[src/rtl/fir_pkg.sv]
// Shared types and the accumulator scaling helper for the FIR result reader.
// Optional build macro: FIR_ACC_READER_ROUND_EN selects round-half-up scaling
// instead of truncation.
package fir_pkg;

    typedef logic [31:0] acc_t;
    typedef logic [15:0] sample_t;

    typedef enum logic {
        ST_PRIME,
        ST_RUN
    } state_t;

    typedef struct packed {
        logic    sat;
        sample_t value;
    } scaled_t;

    // Unsigned accumulator to 16-bit result; 33-bit intermediate keeps the rounding carry.
    function automatic scaled_t scale_sat(input acc_t acc, input int unsigned shift);
        logic [32:0] t;
        scaled_t     r;
        t = {1'b0, acc};
`ifdef FIR_ACC_READER_ROUND_EN
        t = t + (33'd1 << (shift - 1));
`else
        t = t;
`endif
        t       = t >> shift;
        r.sat   = |t[32:16];
        r.value = r.sat ? 16'hFFFF : t[15:0];
        return r;
    endfunction

endpackage

[src/rtl/fir_result_fifo.sv]
// Result FIFO with a registered head word, occupancy count and synchronous clear.
module fir_result_fifo
    import fir_pkg::*;
#(
    parameter int unsigned DEPTH = 8
) (
    input  logic                     clk,
    input  logic                     rst,
    input  logic                     clear,
    input  logic                     push,
    input  sample_t                  wdata,
    input  logic                     pop,
    output sample_t                  rdata,
    output logic                     valid,
    output logic [$clog2(DEPTH):0]   level
);

    localparam int unsigned AW = $clog2(DEPTH);
    localparam int unsigned LW = AW + 1;

    sample_t         mem [DEPTH];
    logic [AW-1:0]   rd_ptr;
    logic [AW-1:0]   wr_ptr;
    logic [AW-1:0]   rd_nxt;
    logic [AW-1:0]   wr_nxt;
    logic [LW-1:0]   level_nxt;
    logic            do_pop;
    logic            full;
    sample_t         head_nxt;

    assign full = (level == LW'(DEPTH));

    // Next pointers/count; the new head bypasses storage when it is being written now.
    always_comb begin
        do_pop    = pop && valid;
        rd_nxt    = rd_ptr + AW'(do_pop);
        wr_nxt    = wr_ptr + AW'(push);
        level_nxt = level + LW'(push) - LW'(do_pop);
        head_nxt  = (push && (wr_ptr == rd_nxt)) ? wdata : mem[rd_nxt];
    end

    // Storage array, written at the tail.
    always_ff @(posedge clk) begin
        if (push && !clear && !rst) begin
            mem[wr_ptr] <= wdata;
        end
    end

    // Pointers, occupancy and the registered head word.
    always_ff @(posedge clk) begin
        if (rst || clear) begin
            rd_ptr <= '0;
            wr_ptr <= '0;
            level  <= '0;
            valid  <= 1'b0;
            rdata  <= '0;
        end else begin
            rd_ptr <= rd_nxt;
            wr_ptr <= wr_nxt;
            level  <= level_nxt;
            valid  <= (level_nxt != '0);
            if (level_nxt != '0) begin
                rdata <= head_nxt;
            end
        end
    end

    // Credit logic upstream guarantees a free slot for every push.
    a_no_push_full: assert property (@(posedge clk) disable iff (rst || clear) !(push && full));

endmodule

[src/rtl/fir_acc_reader.sv]
// Result-side partner of the cascaded FIR: gates the chain enable from a
// valid/ready sample stream, drops priming sums, scales to 16 bits with
// saturation and queues results for a valid/ready reader.
// Optional build macro: FIR_ACC_READER_ROUND_EN (round half up before shifting).
module fir_acc_reader
    import fir_pkg::*;
#(
    parameter int unsigned DEPTH = 8,
    parameter int unsigned SHIFT = 15,
    parameter int unsigned PRIME = 3
) (
    input  logic                     clk,
    input  logic                     rst,
    input  logic                     sample_valid,
    output logic                     sample_ready,
    output logic                     fir_enable,
    input  acc_t                     acc_in,
    input  logic                     flush,
    output sample_t                  dout,
    output logic                     dout_valid,
    input  logic                     dout_ready,
    output logic                     sat_flag,
    output logic [$clog2(DEPTH):0]   level
);

    localparam int unsigned LW = $clog2(DEPTH) + 1;
    localparam int unsigned CW = LW + 1;
    localparam int unsigned PW = (PRIME > 0) ? $clog2(PRIME + 1) : 1;
    localparam state_t      RST_STATE = (PRIME > 0) ? ST_PRIME : ST_RUN;

    state_t          state;
    state_t          state_nxt;
    logic [PW-1:0]   prime_cnt;
    logic [PW-1:0]   prime_cnt_nxt;
    logic            pend;
    logic            push;
    scaled_t         scaled;

    // Credit: occupied slots plus the sum still in the FIR must leave room.
    assign fir_enable   = sample_valid && !rst && !flush &&
                          ((CW'(level) + CW'(pend)) < CW'(DEPTH));
    assign sample_ready = fir_enable;

    assign scaled = scale_sat(acc_in, SHIFT);

    // Remembers that the FIR chain registered a new sum at the last edge.
    always_ff @(posedge clk) begin
        if (rst) begin
            pend <= 1'b0;
        end else begin
            pend <= fir_enable;
        end
    end

    // Priming state register.
    always_ff @(posedge clk) begin
        if (rst) begin
            state     <= RST_STATE;
            prime_cnt <= PW'(PRIME);
        end else begin
            state     <= state_nxt;
            prime_cnt <= prime_cnt_nxt;
        end
    end

    // Next state: drop the first PRIME captures, then push every capture.
    always_comb begin
        state_nxt     = state;
        prime_cnt_nxt = prime_cnt;
        push          = 1'b0;
        if (flush) begin
            state_nxt     = RST_STATE;
            prime_cnt_nxt = PW'(PRIME);
        end else if (pend) begin
            case (state)
                ST_PRIME: begin
                    if (prime_cnt > PW'(1)) begin
                        prime_cnt_nxt = prime_cnt - PW'(1);
                    end else begin
                        prime_cnt_nxt = '0;
                        state_nxt     = ST_RUN;
                    end
                end
                ST_RUN: begin
                    push = 1'b1;
                end
                default: begin
                    state_nxt = RST_STATE;
                end
            endcase
        end
    end

    // Sticky saturation flag, cleared only by reset.
    always_ff @(posedge clk) begin
        if (rst) begin
            sat_flag <= 1'b0;
        end else if (push && scaled.sat) begin
            sat_flag <= 1'b1;
        end
    end

    fir_result_fifo #(
        .DEPTH (DEPTH)
    ) u_fifo (
        .clk   (clk),
        .rst   (rst),
        .clear (flush),
        .push  (push),
        .wdata (scaled.value),
        .pop   (dout_ready),
        .rdata (dout),
        .valid (dout_valid),
        .level (level)
    );

endmodule

[config.mk]
export PLATFORM = sky130hd
export DESIGN_NAME = fir_acc_reader
export DESIGN_NICKNAME = d
export VERILOG_FILES = /design/src/rtl/fir_pkg.sv /design/src/rtl/fir_result_fifo.sv /design/src/rtl/fir_acc_reader.sv
export SDC_FILE = /design/constraint.sdc
export NUM_CORES = 1
export LEC_CHECK = 0
export BUFFER_PORTS_ARGS = -buffer_cell sky130_fd_sc_hd__buf_2
export CAP_MARGIN = 20
export CORE_MARGIN = 2
export CORE_UTILIZATION = 45
export DETAILED_ROUTE_END_ITERATION = 12
export PLACE_DENSITY_LB_ADDON = 0.25
export SYNTH_ARGS = -nofsm -noshare
export SYNTH_HDL_FRONTEND = slang
export SYNTH_SLANG_ARGS = --single-unit
[constraint.sdc]
create_clock -name clk -period 3.3 [get_ports clk]
set_clock_uncertainty 0.2 [all_clocks]
set_input_delay 0.495 -clock clk [delete_from_list [all_inputs] [get_ports clk]]
set_output_delay 0.495 -clock clk [all_outputs]
set_load 0.02 [all_outputs]
==> reports/metrics.cfg <==
[drt]
vias = 3652
first_pass_iters = 5
wl_met3_um = 538
drt_wl_total_um = 13400
drt-initial-drc-count = 222
wl_met2_um = 6710
ant_nets = 0
wirelength_met1_um = 6020
drc = 0
highest_layer = met4
wl_per_cell_um = 19.5
viasPerCell = 5.31

[sta]
max_freq_ghz = 0.355
hold_viol_final = 0
slew-limit-headroom = 0.529
fin_tns_setup_ns = 0
worst_slew_pin_slew_ns = 0.705
period_share = 0.854
maxSlewViolCount = 0
min_period_ns = 2.82
rsz0062_at_grt = false
setup-violations-final = 0

[synth]
synth-seq-area-share = 0.675
avgSynthCellArea_um2 = 15.6
syn_inst = 426
yosysTopAreaCell = edfxtp_1
synth_top_area_frac = 0.579
ys_warn_count = 0
synth_area_um2 = 6640
ys_seq_elements = 160
synth_nets = 472
yosys-top-cells-area = edfxtp_1 58%, mux2i_1 9.8%, dfxtp_1 9.6%
ys_types = 39

[setup_path]
crit_path_max_incr_delay_ns = 0.48
cp-start-kind = flop
worstPathArrival_ns = 2.97
r2r-end = u_fifo.rdata[13]$_SDFFE_PP0P_
crit_required_ns = 3.45
r2r_slack_ns = 0.48
cp_slowest_cell = dfxtp_1
worst_r2r_path_depth = 9
cp_top_family = multiplexers
crit_chain = and3_1 -> ha_1 -> xor2_4 -> buf_12 -> mux2i_1 -> mux4_2 -> nand2_1 -> o211ai_2 -> a21oi_2
endpoint_kind = flop
cp_num_buf_inv = 1
r2r_start = u_fifo.rd_ptr[0]$_SDFF_PP0_
cp_max_fo = 44
path_class = flop to flop

[clock_tree]
clockBufferDepth = 2
clock_latency_ns = 0.42
cts_buffers = 17
ctsHtreeMaxLevel = 4
post_cts_buffers = 0
clkTransAtPathRegs_ns = 0.06
cts_resized = 0
cts-hold-fix-buffers = 0
clock_sinks = 160
cts-root-buf = clkbuf_16
tritoncts = built

[pwr]
p_leak_uw = 0.00266
powerDensity_nw_per_um2 = 638
irDropWorstVdd_mv = 0.355

[floorplan]
dieArea_um2 = 15700
fp.dieW_um = 125
dieHeight_um = 125
fp-row-count = 44
core_um2 = 14500
ios = 61
start_util = 0.459

[final_layout]
drive_gt1_frac = 0.242
layout_commonest_cell = edfxtp_1
num-fill-cells = 1190
antennaDiodeCount = 0
seq_area_um2 = 4480
nets = 537
final_util = 0.536
area_growth_pct = 16.9
final_cell_mix = 128 x edfxtp_1, 65 x mux2i_1, 45 x buf_2
multi_input_area_um2 = 2010

[outcome]
outcome = complete, no violations

[global_routing]
grt_max_degree = 45
grt_pass1_vias = 3725
grt_antenna_before_repair = 0
gr-usage-all-layers = 0.183
grt_pass1_wl_um = 21200
grt-ovfl-total = 0

[job]
maxCapViolCount = 0

[worst_hold_path]
hold_depth = 2
hp-start = rst
hold_class = input pin to flop
hold_path_end = sat_flag$_SDFFE_PP0P_

[placed_design]
portBuffers = 45
routabilityCongestion = 0.699
place_hpwl_um = 8080

stage by stage:
| stage | hold WS (ns) | setup slack (ns) | cells | cell area (um^2) | total power [uW] |
|---|---|---|---|---|---|
| after floorplan | 0.237 | 0.276 | 426 | 6640 | 2780 |
| after global placement | 0.237 | 0.403 | 656 | 7190 | 3090 |
| final | 0.0697 | 0.480 | 688 | 7760 | 4950 |
| after global routing | 0.0578 | 0.329 | 688 | 7760 | 5170 |
| after detailed placement | 0.244 | 0.351 | 656 | 7190 | 3120 |
| after CTS | 0.0475 | 0.443 | 688 | 7760 | 5010 |
layer usage:
layer / GRT usage / vias to the layer above
li1: - / 1739
met1: 0.241 / 1817
met2: 0.298 / 83
met3: 0.0428 / 13
met4: 0.0712 / 0
met5: 0 / -
worst max-delay path by stage:
stage / from / end / slack [ns] / cells after the start
6_report: u_fifo.rd_ptr[0]$_SDFF_PP0_ / u_fifo.rdata[13]$_SDFFE_PP0P_ / 0.48 / 9
4_1_cts: u_fifo.rd_ptr[0]$_SDFF_PP0_ / u_fifo.rdata[13]$_SDFFE_PP0P_ / 0.44 / 9
3_3_place_gp: dout_ready / u_fifo.rdata[4]$_SDFFE_PP0P_ / 0.40 / 12
5_1_grt: u_fifo.rd_ptr[0]$_SDFF_PP0_ / u_fifo.rdata[3]$_SDFFE_PP0P_ / 0.33 / 9
3_5_place_dp: dout_ready / u_fifo.rdata[4]$_SDFFE_PP0P_ / 0.35 / 12
2_1_floorplan: dout_ready / u_fifo.rdata[11]$_SDFFE_PP0P_ / 0.28 / 12
final cells by class:
cell class	instances	share of cell area
clock buffer	27	0.0635
clock inverter	5	0.0105
inverter	5	0.00242
multi-input combinational	238	0.259
sequential	160	0.578
tap	184	0.0297
timing repair buffer	69	0.0571
flip-flops by register name (all words and copies together), names as in the netlist:
| name | count |
|---|---|
| sat_flag | 1 |
| state | 1 |
| pend | 1 |
| u_fifo.rd_ptr | 3 |
| u_fifo.wr_ptr | 3 |
| u_fifo.valid | 1 |
| u_fifo.mem | 128 |
| prime_cnt | 2 |
| u_fifo.level | 4 |
| u_fifo.rdata | 16 |
logic make-up (layout without fill, tap and decap cells):
logic type | after synthesis | after routing | synth area share
multiplexers | 80 | 80 | 0.149
AND/OR/NAND/NOR | 98 | 98 | 0.0737
buffers and inverters | 28 | 106 | 0.0239
flip-flops | 160 | 160 | 0.675
AO/OA/AOI/OAI | 41 | 41 | 0.0417
adder cells (fa/ha/maj) | 9 | 9 | 0.0181
XOR/XNOR | 10 | 10 | 0.0183
power breakdown:
group | switching, uW | total (uW) | internal, uW
sequential | 29.3 | 2260 | 2230
combinational | 518 | 797 | 280
clock | 724 | 1900 | 1180
total | 1270 | 4950 | 3680
Yosys cell counts (all sizes together):
master  count
edfxtp    128
mux2i      65
nand2      37
dfxtp      32
a21oi      20
nor2       20
or2        18
mux4       15
o211ai     15
buf        13
clkbuf     10
ha          8
xnor2       6
inv         5
and2        4
nand2b      4
nor3        4
nand3       3
nand4       3
xor2        3
a31oi       2
o21ai       2
a21o        1
and3        1
and4b       1
fa          1
nand4b      1
nor4        1
o31ai       1
or3         1
xor3        1
No activity file was read; power rests on OpenSTA's default activity.
